===== config.mk =====
export PLATFORM = sky130hd
export DESIGN_NAME = fetch_stage
export DESIGN_NICKNAME = d
export VERILOG_FILES = /design/src/rtl/fetch_pkg.sv /design/src/rtl/fetch_queue.sv /design/src/rtl/fetch_stage.sv
export SDC_FILE = /design/constraint.sdc
export NUM_CORES = 1
export LEC_CHECK = 0
export CORE_MARGIN = 3
export CORE_UTILIZATION = 51
export CTS_CLUSTER_DIAMETER = 200
export DETAILED_ROUTE_END_ITERATION = 10
export GPL_TIMING_DRIVEN = 0
export PLACE_DENSITY = 0.88
export SLEW_MARGIN = 30
export SYNTH_ARGS = -nofsm -noshare
export SYNTH_HDL_FRONTEND = slang
export SYNTH_HIERARCHICAL = 1
export SYNTH_SLANG_ARGS = --single-unit
export TNS_END_PERCENT = 1

===== constraint.sdc =====
create_clock -name clk -period 2.9 [get_ports clk]
set_clock_uncertainty 0.15 [all_clocks]
set_input_delay 0.29 -clock clk [delete_from_list [all_inputs] [get_ports clk]]
set_output_delay 0.29 -clock clk [all_outputs]
set_load 0.02 [all_outputs]

===== src/rtl/fetch_pkg.sv =====
// Shared types and helpers for the instruction fetch stage.
package fetch_pkg;

  // Fetch FSM encoding
  typedef enum logic [1:0] {
    S_BOOT  = 2'd0,
    S_FETCH = 2'd1,
    S_HALT  = 2'd2
  } fetch_state_e;

  // Depth of the fetch queue between fetch and decode
  localparam int unsigned QUEUE_DEPTH = 2;

  // One queue entry: the fetched word together with the PC it came from
  typedef struct packed {
    logic [31:0] pc;
    logic [31:0] instr;
  } fq_entry_t;

  // Reduce a byte PC into the instruction memory span (span must be a power of two)
  function automatic logic [31:0] pc_wrap(input logic [31:0] pc, input logic [31:0] span_bytes);
    return pc & (span_bytes - 32'd1);
  endfunction

  // Sequential next PC, wrapping at the end of instruction memory
  function automatic logic [31:0] pc_plus4(input logic [31:0] pc, input logic [31:0] span_bytes);
    return pc_wrap(pc + 32'd4, span_bytes);
  endfunction

endpackage


===== src/rtl/fetch_queue.sv =====
// Small synchronous FIFO holding fetched {pc, instr} pairs for the decode stage.
// A push into a full queue is accepted only when a pop happens in the same cycle.
// Flush empties the queue; stored data is left in place but is never presented as valid.
module fetch_queue
  import fetch_pkg::*;
(
  input  logic      clk,
  input  logic      rst_n,
  input  logic      push_i,
  input  logic      pop_i,
  input  logic      flush_i,
  input  fq_entry_t entry_i,
  output logic      full_o,
  output logic      empty_o,
  output fq_entry_t head_o
);

  localparam int unsigned PTR_W = (QUEUE_DEPTH > 1) ? $clog2(QUEUE_DEPTH) : 1;
  localparam int unsigned CNT_W = $clog2(QUEUE_DEPTH + 1);

  fq_entry_t          mem_q [QUEUE_DEPTH];
  logic [PTR_W-1:0]   wr_ptr_q;
  logic [PTR_W-1:0]   rd_ptr_q;
  logic [CNT_W-1:0]   count_q;
  logic               do_pop_s;
  logic               do_push_s;

  assign full_o  = (count_q == CNT_W'(QUEUE_DEPTH));
  assign empty_o = (count_q == {CNT_W{1'b0}});
  assign head_o  = mem_q[rd_ptr_q];

  // Qualify requests: pop needs data, push needs room (or a concurrent pop)
  always_comb begin
    do_pop_s  = pop_i & ~empty_o;
    do_push_s = push_i & (~full_o | do_pop_s);
  end

  // Storage, pointers and occupancy count
  always_ff @(posedge clk or negedge rst_n) begin
    if (!rst_n) begin
      for (int i = 0; i < int'(QUEUE_DEPTH); i++) begin
        mem_q[i] <= '0;
      end
      wr_ptr_q <= {PTR_W{1'b0}};
      rd_ptr_q <= {PTR_W{1'b0}};
      count_q  <= {CNT_W{1'b0}};
    end else if (flush_i) begin
      wr_ptr_q <= {PTR_W{1'b0}};
      rd_ptr_q <= {PTR_W{1'b0}};
      count_q  <= {CNT_W{1'b0}};
    end else begin
      if (do_push_s) begin
        mem_q[wr_ptr_q] <= entry_i;
        wr_ptr_q        <= wr_ptr_q + PTR_W'(1);
      end
      if (do_pop_s) begin
        rd_ptr_q <= rd_ptr_q + PTR_W'(1);
      end
      case ({do_push_s, do_pop_s})
        2'b10:   count_q <= count_q + CNT_W'(1);
        2'b01:   count_q <= count_q - CNT_W'(1);
        default: count_q <= count_q;
      endcase
    end
  end

endmodule


===== src/rtl/fetch_stage.sv =====
// Instruction fetch stage: PC register, fetch FSM, redirect/halt priority, and a
// 2-entry queue towards decode. Instruction memory is read combinationally.
// Optional build macro: FETCH_MISALIGN_CHK_EN adds misaligned-redirect detection
// and the sticky misalign_exc output.
module fetch_stage
  import fetch_pkg::*;
#(
  parameter logic [31:0] RESET_PC   = 32'h0000_0000,
  parameter int unsigned IMEM_WORDS = 1024
) (
  input  logic        clk,
  input  logic        rst_n,
  output logic [29:0] imem_addr,
  input  logic [31:0] imem_instr,
  input  logic        redirect_valid,
  input  logic [31:0] redirect_pc,
  input  logic        halt_req,
  output logic        id_valid,
  input  logic        id_ready,
  output logic [31:0] id_instr,
  output logic [31:0] id_pc,
  output logic        halted
`ifdef FETCH_MISALIGN_CHK_EN
  ,
  output logic        misalign_exc
`endif
);

  // Byte span of instruction memory; IMEM_WORDS is expected to be a power of two
  localparam logic [31:0] PC_SPAN = 32'(IMEM_WORDS) * 32'd4;

  fetch_state_e state_q, state_d;
  logic [31:0]  pc_q, pc_d;
  logic         push_s;
  logic         pop_s;
  logic         flush_s;
  logic         full_s;
  logic         empty_s;
  fq_entry_t    new_entry_s;
  fq_entry_t    head_s;
`ifdef FETCH_MISALIGN_CHK_EN
  logic         exc_q, exc_d;
`endif

  assign imem_addr   = pc_q[31:2];
  assign id_valid    = ~empty_s;
  assign id_pc       = head_s.pc;
  assign id_instr    = head_s.instr;
  assign halted      = (state_q == S_HALT);
  assign pop_s       = id_valid & id_ready;
  assign new_entry_s = '{pc: pc_q, instr: imem_instr};
`ifdef FETCH_MISALIGN_CHK_EN
  assign misalign_exc = exc_q;
`endif

  // Next-state logic: redirect outranks everything, then the FSM decides push/halt
  always_comb begin
    state_d = state_q;
    pc_d    = pc_q;
    push_s  = 1'b0;
    flush_s = 1'b0;
`ifdef FETCH_MISALIGN_CHK_EN
    exc_d   = exc_q;
`endif
    if (redirect_valid) begin
      flush_s = 1'b1;
`ifdef FETCH_MISALIGN_CHK_EN
      if (redirect_pc[1:0] != 2'b00) begin
        // Misaligned target: keep the old PC and park until software redirects again
        state_d = S_HALT;
        exc_d   = 1'b1;
      end else begin
        pc_d    = pc_wrap(redirect_pc, PC_SPAN);
        state_d = S_FETCH;
        exc_d   = 1'b0;
      end
`else
      // Low address bits are dropped, the target is folded into memory
      pc_d    = pc_wrap(redirect_pc & 32'hFFFF_FFFC, PC_SPAN);
      state_d = S_FETCH;
`endif
    end else begin
      case (state_q)
        S_BOOT: begin
          state_d = S_FETCH;
        end
        S_FETCH: begin
          if (halt_req) begin
            state_d = S_HALT;
          end else if (!full_s || pop_s) begin
            push_s = 1'b1;
            pc_d   = pc_plus4(pc_q, PC_SPAN);
          end else begin
            // Queue full with no pop: hold the PC so imem_addr stays stable
            pc_d = pc_q;
          end
        end
        S_HALT: begin
          state_d = S_HALT;
        end
        default: begin
          state_d = S_BOOT;
        end
      endcase
    end
  end

  // PC and FSM state registers
  always_ff @(posedge clk or negedge rst_n) begin
    if (!rst_n) begin
      state_q <= S_BOOT;
      pc_q    <= RESET_PC;
    end else begin
      state_q <= state_d;
      pc_q    <= pc_d;
    end
  end

`ifdef FETCH_MISALIGN_CHK_EN
  // Sticky misaligned-redirect flag
  always_ff @(posedge clk or negedge rst_n) begin
    if (!rst_n) begin
      exc_q <= 1'b0;
    end else begin
      exc_q <= exc_d;
    end
  end
`endif

  fetch_queue u_queue (
    .clk     (clk),
    .rst_n   (rst_n),
    .push_i  (push_s),
    .pop_i   (pop_s),
    .flush_i (flush_s),
    .entry_i (new_entry_s),
    .full_o  (full_s),
    .empty_o (empty_s),
    .head_o  (head_s)
  );

endmodule

Word-level counts from Yosys, hierarchy flattened. Cells that the tools add are included.

Shift operators: 0. Add/sub/neg operators: 5. Reduce and logical (&&, ||, !) cells: 12. Eq/ne operators: 7. Bitwise logic cells: 9. Order comparisons: 3. Divide/modulo/power cells: 0. $mul: 0. Mux-type cells: 24.

Operators by type and width (count): 64-bit 2-to-1 mux (4); 128-bit bitwise mux (1); 32-bit 2-to-1 mux (4); 64-bit demux with 1-bit select (1); 12-bit by 3-bit adder with 12-bit output (second input constant) (1); 1-bit 2-to-1 mux (9); 2-bit nonzero test (4); 2-bit equality test (second input constant) (3); 2-bit 2-to-1 mux (3); 2-bit one-hot mux with 3 select lines (1); 2-bit by 1-bit equality test with 1-bit output (second input constant) (2); 2-bit greater-or-equal comparator (second input constant) (2); 2-bit zero test (2); 1-bit inverter with 2-bit output (2); 2-bit one-hot mux with 2 select lines (1); 1-bit bitwise AND (3); 3-bit != test (second input constant) (1); 1-bit inverter (3); 3-bit AND reduction (1); 3-bit nonzero test (1); 1-bit adder (second input constant) (2); 2-bit by 1-bit adder with 2-bit output (second input constant) (1); 2-bit by 1-bit less-than comparator with 1-bit output (second input constant) (1); 2-bit != test (second input constant) (1); 6 further kinds (6).

ROM bits: 0. Output and inout port bits: 96. Memories kept: 0. Bits in writable memories: 0. Input bits: 69. Register bits after elaboration: 166. Bits in latches: 0. Logic and storage cells: 69.

Logic depth before layout (Yosys ltp). Gate-level depths: netlist of the first run.

Depth in word-level cells: 12. Gate-level depth with buffers: 10.

Cells and area by module. The synthesis of the first run kept the hierarchy.

By module, submodules not included: fetch_queue (cells each 365, instances 1, area each 5914.4 µm²); fetch_stage (cells each 103, instances 1, area each 989.7 µm²).

Worst setup path after synthesis of the first run. No wires, ideal clock.

Kind: reg-to-reg. Start point: register state_q[1]. End point: register u_queue/mem_q[100] (netlist bit). Setup time: 0.125 ns. Data required time: 2.625 ns. Slack: 0.234 ns. Cell stages (with the launch flop): 11. Clock period less this slack: 2.666 ns. Data arrival time: 2.391 ns. Cells stage by stage: dfrtp_1 > inv_1 > ha_1 > nand2b_4 > buf_12 > a21oi_1 > and2_1 > or4b_4 > buf_6 > buf_6 > mux2_4.

Cells in the longest elaborated chain, start to end: 5.

Ends and longest elaborated chain: start, declared (line fetch_stage.sv:32) `fetch_state_e state_q, state_d;`; start signal, assigned (line fetch_stage.sv:114) `state_q <= state_d;`; 2-bit by 1-bit equality test with 1-bit output (line fetch_stage.sv:83) `case (state_q)`; 1-bit 2-to-1 mux (line fetch_stage.sv:83); 1-bit 2-to-1 mux (line fetch_stage.sv:65) `if (redirect_valid) begin`; via push_s (line fetch_stage.sv:34) `logic push_s;`; 1-bit bitwise AND (line fetch_queue.sv:35) `do_push_s = push_i & (~full_o | do_pop_s);`; 2-bit AND reduction (no source line); end signal, assigned by index (line fetch_queue.sv:53) `mem_q[wr_ptr_q] <= entry_i;`; end, declared (line fetch_queue.sv:21) `fq_entry_t mem_q [QUEUE_DEPTH];`.

The timed path passes the listed nets, and every way through them passes these cells. A chain may end at the register's enable or synchronous reset.

Final worst setup path of the first run.
Start point: register state_q[1]. End point: register u_queue/mem_q[104] (netlist bit).

Same word-level chain as after synthesis.

==> results.toml, run 1 <==
[status]
status = "completed"

[sta]
rsz0062_at_grt = "false"
worst_pin_slew_ps = 619
whs_ps = 260
max-slew-margin-rel_pct = 58.7
report.final.setup_viol = 0
fin_crit_sh_pct = 96.2
clock.fmax_mhz = 358
finalMaxSlewViolations = 0
hold_violations = 0
fin_crit_ps = 2790

[synthesis]
synth_compound_area_share_pct = 3.21
synthDominantCellAreaShare_pct = 52.2
netlist_top_cells_area = "sky130_fd_sc_hd__dfrtp_1 (52%), sky130_fd_sc_hd__mux2_2 (23%), sky130_fd_sc_hd__mux2_4 (11%)"
post_synth_and_or_nand_nor_area_fraction_pct = 3.19
synth_area_per_inst_um2 = 14.8
sequential_element_share_of_the_synthesized_area_pct = 52.2
ys_seq_elements = 144
ys_warn_count = 6
synth-adder-area-share_pct = 0.725
synth_mux_area_share_pct = 34.6
synth_area_um2 = 6900
synth_xor_area_share_pct = 1.01
post_synth_num_cell_types = 36
yosysTopAreaCell = "sky130_fd_sc_hd__dfrtp_1"
synth_top_flop_cell = "sky130_fd_sc_hd__dfrtp_1"
synthCells = 468
synthArstFlopShare_pct = 100
synth_enable_flop_cells = 0
synth_top_family_by_area = "multiplexers"

[power]
report.power.total_mw = 8.65
power_frac_seq_pct = 36.4
vdd_ir_drop_max_mv = 0.533
power_share_of_the_combinational_group_pct = 38.8
power_switching_share_pct = 29.7
share_clk_of_total_power_pct = 24.8
power-per-cell-area_nw_per_um2 = 932
power_report.internal_total_mw = 6.07
total_switching_power_mw = 2.57
power.leakage_nw = 4.38

[drt]
vias = 4325
wl_um = 14600
first_iter_violations = 148
post_drt_via_cell_ratio = 5.02
antenna_violating_nets_post_route = 0
dr.pass1.iters = 4
detail_route.wl_per_cell_um = 17.0
remaining_drc_errors = 0

[setup_path]
timing.critical_path.required_ps = 3050
ws_path_type = "reg2reg"
critPathMostFrequentCell = "sky130_fd_sc_hd__buf_6"
worst-endpoint-arrival_ps = 2940
timing.critical_path.to_type = "register"
critical_path.startpoint_type = "register"
cp_bufs_invs = 4
cell_with_the_largest_stage_delay_on_the_worst_path = "sky130_fd_sc_hd__or4b_4"
ordered_list_of_cells_on_the_worst_path = "inv_1, ha_1, nand2b_4, buf_12, a21oi_2, and2_4, or4b_4, buf_6, buf_6, mux2_4"
crit_path_max_incr_delay_ps = 470
critical_path_maximum_fanout = 10
critical_path.top_delay_family = "simple AND/OR/NAND/NOR gates"

[place]
detailedPlacementHpwl_um = 10100
rd_place_congestion = 0.849
io_buf_count = 122
place.detailed.instances = 826

[layout]
n_antenna_cell = 0
area_grow_syn2layout_pct = 34.3
post_layout_nonfiller_instances = 862
nNetsFinal = 750
share_of_cells_above_drive_strength_1_pct = 40.4

[floorplan]
start_util_pct = 53.4
core_region_area_um2 = 12900
fp.dieH_um = 122
top_level_ports = 165
design.die.area_um2 = 15000
die_w_um = 122
num_rows = 41

[global_routing]
grt_pass1_wl_um = 24000
initial_antenna_violation_count = 0
global_route.overflow_total = 0
grt_util_all_layers_pct = 20.7
largest_net_degree_at_the_start_of_global_routing = 81
grt_pass1_vias = 4705

[cts]
htree_num_levels = 4
clock_tree.buffer_depth = 2
cts_root_buf = "sky130_fd_sc_hd__clkbuf_16"
cts_tree = "built"
cts.reportedPaths.clkPinSlew_ps = 60
cts-buffers-inserted = 17
worstSkewPairLatency_ps = 420
clk_sinks = 144

[min_path]
worst_hold_path_type = "in2async"

[job]
drv_cap = 0
==> flip-flops by register name, indices dropped and copies added (netlist names) <==
register,cells
u_queue/wr_ptr_q,1
u_queue/rd_ptr_q,1
state_q,2
u_queue/mem_q,128
pc_q,10
u_queue/count_q,2
==> cell families (layout without fill, tap and decap cells) <==
logic type                 after synthesis  after routing
other                                    1             64
AOI/OAI and AO/OA                       26             26
adders and majority gates                4              4
DFF                                    144            144
xor gates and xnor gates                 8              8
and+or+nand+nor                         39             39
muxes                                  196            196
buffers and inverters                   50            209
==> synth_stat cells (2+ instances only) <==
cell,count
sky130_fd_sc_hd__o21ai_1,2
sky130_fd_sc_hd__nand3b_1,2
sky130_fd_sc_hd__nand2_1,14
sky130_fd_sc_hd__nand3_1,3
sky130_fd_sc_hd__a211oi_1,5
sky130_fd_sc_hd__buf_4,20
sky130_fd_sc_hd__nand2b_1,2
sky130_fd_sc_hd__mux2i_1,3
sky130_fd_sc_hd__clkbuf_1,9
sky130_fd_sc_hd__a21oi_1,5
sky130_fd_sc_hd__ha_1,4
sky130_fd_sc_hd__nor2_1,5
sky130_fd_sc_hd__o21ai_0,7
sky130_fd_sc_hd__mux2_4,49
sky130_fd_sc_hd__inv_1,5
sky130_fd_sc_hd__nor3_1,2
sky130_fd_sc_hd__xnor2_1,6
sky130_fd_sc_hd__xor2_1,2
sky130_fd_sc_hd__nand2b_4,2
sky130_fd_sc_hd__dfrtp_1,144
sky130_fd_sc_hd__buf_2,7
sky130_fd_sc_hd__mux2_2,144
sky130_fd_sc_hd__buf_6,8
sky130_fd_sc_hd__nor2b_1,4
sky130_fd_sc_hd__a2111oi_4,3
==> power by group through the flow <==
stage               sequential [mW]  combinational [mW]  clock (mW)
detailed placement             3.16                3.36           0
finish                         3.15                3.35        2.14
global placement               3.10                3.28           0
global route                   3.25                3.56        2.27
floorplan                      3.04                2.10           0
CTS                            3.15                3.40        2.18
==> worst register-to-register path, delay by kind of cell (launching register included) <==
kind | cells | cell delay [ps]
and+or+nand+nor | 3 | 770
buffers and inverters | 4 | 590
DFF | 1 | 390
muxes | 1 | 310
adders and majority gates | 1 | 250
AOI/OAI and AO/OA | 1 | 210
==> metal layers <==
layer	part of all wire [%]	track usage, %
met1	42	26.1
met2	51	34.5
met3	5.4	5.48
met4	1.2	7.28
met5	0	0
==> cell type report <==
type	instances	area, um2
flip-flops and latches	144	3600
multi-input cells	337	3210
well taps	172	215
plain buffers	45	352
inverters	5	18.8
clock inverters	4	45.0
fillers	897	3650
clock buffers	28	547
repair buffers	127	1290
==> per-stage QoR <==
step / cell area, um2 / TNS (ps) / util, % / setup WS [ps]
6_report: 9270 / 0 / 71.7 / 110
5_1_grt: 9270 / 0 / 71.7 / 23.2
4_1_cts: 9250 / 0 / 71.6 / 10.3
3_5_place_dp: 8610 / -42720 / 66.6 / -581
3_3_place_gp: 8580 / -607210 / 66.3 / -4000
2_1_floorplan: 7140 / 0 / - / 234
==> cells in the final DEF, fill, tap and decap left out, drive strengths merged, types with 2 or more instances in the layout <==
cell           netlist  routed
nor3                 3       3
nand3b               2       2
a21oi                5       5
mux2i                3       3
mux2               193     193
o21ai                9       9
ha                   4       4
a211oi               5       5
nor2                 5       5
inv                  5       5
nand3                3       3
clkinv               0       3
nand2b               4       4
clkdlybuf4s50        0     121
a2111oi              3       3
xor2                 2       2
dfrtp              144     144
conb                 1      64
nand2               14      14
nor2b                4       4
xnor2                6       6
buf                 36      35
clkbuf               9      43
==> path summary, 6_finish.rpt <==
kind,startpoint,end,slack (ps),cells after the start
worst max-delay path,state_q[1]$_DFFE_PN0P_,u_queue/mem_q[104]$_DFFE_PN0P_,110,10
worst min-delay path,rst_n,u_queue/mem_q[61]$_DFFE_PN0P_,260,2
worst max register to register,state_q[1]$_DFFE_PN0P_,u_queue/mem_q[104]$_DFFE_PN0P_,110,10
worst min register to register,u_queue/mem_q[54]$_DFFE_PN0P_,u_queue/mem_q[54]$_DFFE_PN0P_,350,1
max in group asynchronous,rst_n,u_queue/mem_q[40]$_DFFE_PN0P_,1600,3
min in group clk,redirect_pc[2],pc_q[2]$_DFFE_PN0P_,270,3
==> what timing repair did <==
action                                  in CTS  in global routing
pin swaps                                    1                  0
hold buffers                                 1                  0
buffers inserted                             3                  0
endpoints found under the setup margin     164                118
gates cloned                                 0                  0
gates resized for setup                      8                  9
endpoints found under the hold margin       64                  0
(Power assumes the default switching activity.)
==> run 2, diff against run 1 <==
- CTS_CLUSTER_SIZE: not set -> 16
- PLACE_DENSITY: 0.88 -> 0.82
==> run 2 against run 1 <==
  * Largest cell class unchanged
  * Sequential power barely moved
  * Critical endpoint is now id_pc[31]
  * Critical path depth shrank 6
  * Design area decreased by 0.11%
  * First-iteration DRC count grew 46%
  * Total power about the same
  * Via count shrank 1.0%
  * Non-clock buffer count is 1 lower
  * Setup slack worse by 14 ps
  * Routed wire length decreased by 2.4%
==> results.toml, run 2 (synthesis gave the netlist of run 1 again) <==
[sta]
clock.fmax_mhz = 357
rsz0062_at_grt = "false"
finalMaxSlewViolations = 0
report.final.setup_viol = 0
fin_crit_sh_pct = 96.7
fin_crit_ps = 2800
setup-tns-final_ps = 0
max-slew-margin-rel_pct = 55.4
worst_pin_slew_ps = 669
hold_violations = 0

[floorplan]
num_rows = 41
top_level_ports = 165
start_util_pct = 53.4
die_w_um = 122
core_region_area_um2 = 12900
design.die.area_um2 = 15000
fp.dieH_um = 122

[power]
power-per-cell-area_nw_per_um2 = 934
power.leakage_nw = 4.37
vdd_ir_drop_max_mv = 0.552

[drt]
first_iter_violations = 216
wl_um = 14300
dr.pass1.iters = 4
vias = 4280
remaining_drc_errors = 0
antenna_violating_nets_post_route = 0
detail_route.wl_per_cell_um = 16.6
post_drt_via_cell_ratio = 4.98

[job]
drv_cap = 0

[layout]
flip_flop_count_of_the_largest_register_after_layout = 128
nNetsFinal = 749
layout.cell_area.non_filler_um2 = 9260
fillCellCount = 893
most-common-layout-cells = "sky130_fd_sc_hd__mux2_2 (144), sky130_fd_sc_hd__dfrtp_1 (144), sky130_fd_sc_hd__clkdlybuf4s50_1 (121)"
share_of_cells_above_drive_strength_1_pct = 40.3
registers.top_by_ff_count = "u_queue/mem_q"
n_antenna_cell = 0
post_route_core_utilization_pct = 71.7
largest_registers = "u_queue/mem_q x128, pc_q x10"
area_grow_syn2layout_pct = 34.2

[global_routing]
largest_net_degree_at_the_start_of_global_routing = 75
initial_antenna_violation_count = 0
grt_util_all_layers_pct = 19.9
grt_pass1_wl_um = 23100
global_route.overflow_total = 0
grt_pass1_vias = 4595

[setup_path]
rrSetupSlack_ps = 160
timing.critical_path.to_type = "output port"
worst-endpoint-arrival_ps = 2360
critical_path_maximum_fanout = 10
timing.critical_path.required_ps = 2460
ws_path_type = "reg2out"
r2r_cells = 10
critical_path.startpoint_type = "register"

[place]
detailedPlacementHpwl_um = 9840
detailed_place.area_um2 = 8610
rd_place_congestion = 0.812
io_buf_count = 122

[status]
status = "completed"

[min_path]
worst_hold_path_type = "in2async"

[cts]
cts_tree = "built"
htree_num_levels = 4
cts.reportedPaths.clkPinSlew_ps = 60
worstSkewPairLatency_ps = 410
clock_tree.buffer_depth = 2
cts_root_buf = "sky130_fd_sc_hd__clkbuf_16"
cts-buffers-inserted = 17
clk_sinks = 144
-- run 2: layer usage --
layer	up-vias	global-route usage [%]	wire, um
li1	1993	-	-
met1	2160	25.5	6340
met2	115	33.7	7200
met3	12	5.12	639
met4	0	5.25	99
met5	-	0	0
-- run 2: worst max-delay path, cell delays in order, from the launching register on --
cell,delay (ps)
sky130_fd_sc_hd__dfrtp_1,340
sky130_fd_sc_hd__clkbuf_2,280
sky130_fd_sc_hd__clkbuf_2,360
sky130_fd_sc_hd__mux2_2,390
sky130_fd_sc_hd__clkdlybuf4s50_1,580
-- run 2: cell type report --
type | count | area [um2] | share of cell area (%)
Inverter | 5 | 18.8 | 0.203
Clock buffer | 26 | 519 | 5.61
Sequential cell | 144 | 3600 | 38.9
Multi-Input combinational cell | 337 | 3210 | 34.6
Buffer | 45 | 347 | 3.74
Timing Repair Buffer | 126 | 1280 | 13.8
Tap cell | 172 | 215 | 2.32
Clock inverter | 5 | 75.1 | 0.810
-- run 2: what timing repair did --
| action | in CTS | in global routing |
|---|---|---|
| endpoints found under the setup margin | 163 | 119 |
| hold buffers | 1 | 0 |
| buffers inserted | 2 | 0 |
| pin swaps | 1 | 0 |
| gates resized for setup | 8 | 7 |
| hold endpoints to repair | 70 | 0 |
-- run 2: worst paths after layout --
check | start | end
worst max-delay path | u_queue/rd_ptr_q$_DFFE_PN0P_ | id_pc[31]
worst min-delay path | rst_n | u_queue/mem_q[57]$_DFFE_PN0P_
worst max register to register | state_q[1]$_DFFE_PN0P_ | u_queue/mem_q[67]$_DFFE_PN0P_
worst min register to register | u_queue/mem_q[9]$_DFFE_PN0P_ | u_queue/mem_q[9]$_DFFE_PN0P_
max in group asynchronous | rst_n | u_queue/mem_q[33]$_DFFE_PN0P_
min in group clk | redirect_pc[2] | pc_q[2]$_DFFE_PN0P_
-- run 2: report_power, final --
group	switching (mW)	internal, mW
registers	0.403	2.74
logic	1.36	1.98
clock network	0.773	1.40
-- run 2: per-stage QoR --
step | cells | setup WS (ps) | hold slack, ps | total power, mW
floorplan | 531 | 234 | -156 | 5.14
global placement | 825 | -4090 | 332 | 6.38
detailed placement | 826 | -568 | 133 | 6.51
CTS | 860 | 10.4 | 273 | 8.72
global route | 860 | 9.66 | 296 | 9.08
finish | 860 | 96.5 | 278 | 8.65
==> run 3, diff against run 2 <==
- CORE_UTILIZATION: 51 -> 55
- PLACE_DENSITY: 0.82 -> 0.87
- clock period: 2.9 -> 3.45 ns (I/O delays scaled with it)
==> run 3 against run 2 <==
  * Sequential power is 16% lower
  * Critical path type unchanged
  * Routed wire length is 2.8% higher
  * Critical endpoint is now id_instr[13]
  * Total power is 17% lower
  * Setup slack better by 130 ps
  * Hold slack better by 28 ps
  * Die area is 6.9% lower
  * Final cell count is 0.70% lower
  * Clock-buffer cell count stayed put
  * First-iteration DRC count is 1.9% lower
  * Sequential share of layout area is 0.41 points higher
  * Clock power is 23% lower
==> results.toml, run 3 (synthesis gave the netlist of run 1 again) <==
[drt]
remaining_drc_errors = 0
antenna_violating_nets_post_route = 0
first_iter_violations = 212
wl_um = 14700
detail_route.wl_per_cell_um = 17.2
post_drt_via_cell_ratio = 5.04
vias = 4300
dr.pass1.iters = 4

[power]
power_report.internal_total_mw = 4.98
power_frac_seq_pct = 37.1
power_share_of_the_combinational_group_pct = 39.4
total_switching_power_mw = 2.16
share_clk_of_total_power_pct = 23.5
vdd_ir_drop_max_mv = 0.504
power-per-cell-area_nw_per_um2 = 780
power_switching_share_pct = 30.3
power.leakage_nw = 4.32

[layout]
post_layout_nonfiller_instances = 854
n_antenna_cell = 0
largest_registers = "u_queue/mem_q x128, pc_q x10"
most-common-layout-cells = "sky130_fd_sc_hd__mux2_2 (144), sky130_fd_sc_hd__dfrtp_1 (144), sky130_fd_sc_hd__clkdlybuf4s50_1 (121)"
nNetsFinal = 747
share_of_cells_above_drive_strength_1_pct = 38.8
layout.cell_area.non_filler_um2 = 9170
area_grow_syn2layout_pct = 32.8
registers.top_by_ff_count = "u_queue/mem_q"
flip_flop_count_of_the_largest_register_after_layout = 128

[setup_path]
critPathMostFrequentCell = "sky130_fd_sc_hd__clkbuf_1"
worst-endpoint-arrival_ps = 2730
rrSetupSlack_ps = 400
cell_with_the_largest_stage_delay_on_the_worst_path = "sky130_fd_sc_hd__clkdlybuf4s50_1"
ordered_list_of_cells_on_the_worst_path = "clkbuf_1, clkbuf_1, mux2_2, clkdlybuf4s50_1"
critical_path_maximum_fanout = 10
timing.critical_path.to_type = "output port"
timing.critical_path.required_ps = 2950
crit_path_max_incr_delay_ps = 570
ws_path_type = "reg2out"
critical_path.startpoint_type = "register"

[floorplan]
start_util_pct = 56.8
die_w_um = 118
top_level_ports = 165
design.die.area_um2 = 13900
core_region_area_um2 = 12200
fp.dieH_um = 118
num_rows = 40

[sta]
clock.fmax_mhz = 310
report.final.setup_viol = 0
fin_crit_sh_pct = 93.4
fin_crit_ps = 3220
rsz0062_at_grt = "false"
finalMaxSlewViolations = 0
hold_violations = 0
worst_pin_slew_ps = 722
max-slew-margin-rel_pct = 51.9

[cts]
cts_root_buf = "sky130_fd_sc_hd__clkbuf_16"
clk_sinks = 144
worstSkewPairLatency_ps = 420
clock_tree.buffer_depth = 2
cts_tree = "built"
cts-buffers-inserted = 17
cts.reportedPaths.clkPinSlew_ps = 60
htree_num_levels = 4

[status]
status = "completed"

[place]
detailed_place.area_um2 = 8600
place.detailed.instances = 822
detailedPlacementHpwl_um = 9910
rd_place_congestion = 0.830
io_buf_count = 122

[job]
drv_cap = 0

[global_routing]
global_route.overflow_total = 0
grt_util_all_layers_pct = 22.4
grt_pass1_wl_um = 24800
grt_pass1_vias = 4784
initial_antenna_violation_count = 0
largest_net_degree_at_the_start_of_global_routing = 84

[min_path]
worst_hold_path_type = "in2async"
## run 3: cell types whose count changed in the layout (fill, tap and decap cells not counted), sizes merged
cell | before | now
clkbuf | 39 | 35
bufinv | 2 | 0
clkinv | 3 | 4
clkinvlp | 0 | 1
buf | 36 | 38
## run 3: routing by layer
metal / vias to the layer above / part of all wire [%] / track usage [%]
met5: - / 0 / 0
met4: 0 / 1.8 / 8.06
met3: 21 / 4.8 / 6.30
met2: 125 / 52 / 37.7
met1: 2161 / 42 / 27.8
li1: 1993 / - / -
## run 3: layout make-up
class | count | area, um2
Clock inverter | 5 | 27.5
Tap cell | 168 | 210
Fill cell | 812 | 2990
Buffer | 45 | 329
Timing Repair Buffer | 124 | 1260
Inverter | 5 | 18.8
Clock buffer | 26 | 519
Multi-Input combinational cell | 337 | 3200
Sequential cell | 144 | 3600
## run 3: per-stage QoR
| step | hold WS (ps) | setup WS [ps] | utilization, % | total power [mW] | TNS [ps] |
|---|---|---|---|---|---|
| after floorplan | -101 | 784 | - | 4.32 | 0 |
| after global placement | 333 | -3490 | 70.5 | 5.35 | -501730 |
| after detailed placement | 158 | -11.6 | 70.8 | 5.47 | -171 |
| after CTS | 307 | 155 | 75.3 | 7.20 | 0 |
| after global routing | 330 | 25.0 | 75.4 | 7.50 | 0 |
| final | 306 | 227 | 75.4 | 7.15 | 0 |
## run 3: power groups by stage
| stage | Combinational, mW | Sequential (mW) | Clock [mW] |
|---|---|---|---|
| 2_1_floorplan | 1.77 | 2.55 | 0 |
| 3_3_place_gp | 2.75 | 2.60 | 0 |
| 3_5_place_dp | 2.81 | 2.66 | 0 |
| 4_1_cts | 2.84 | 2.65 | 1.71 |
| 5_1_grt | 2.98 | 2.73 | 1.79 |
| 6_report | 2.81 | 2.65 | 1.68 |
## run 3: critical path: cells and delay by family, from the launching register on
family | cells | cell delay, ps
multiplexers | 1 | 400
flip-flops | 1 | 330
buffers and inverters | 3 | 1570
## run 3: what timing repair did
item                                    in CTS  in global routing
endpoints found under the setup margin       0                 60
setup buffers                                0                  0
hold endpoints to repair                    61                  0
hold buffers                                 1                  0
gates resized for setup                      0                  1
## run 3: worst paths after layout
kind | start | end | depth (start not counted)
setup / recovery | u_queue/rd_ptr_q$_DFFE_PN0P_ | id_instr[13] | 4
hold / removal | rst_n | u_queue/mem_q[54]$_DFFE_PN0P_ | 2
setup reg to reg | state_q[1]$_DFFE_PN0P_ | u_queue/mem_q[23]$_DFFE_PN0P_ | 10
hold reg to reg | u_queue/mem_q[17]$_DFFE_PN0P_ | u_queue/mem_q[17]$_DFFE_PN0P_ | 1
max in group asynchronous | rst_n | u_queue/mem_q[92]$_DFFE_PN0P_ | 3
min in group clk | redirect_pc[2] | pc_q[2]$_DFFE_PN0P_ | 3
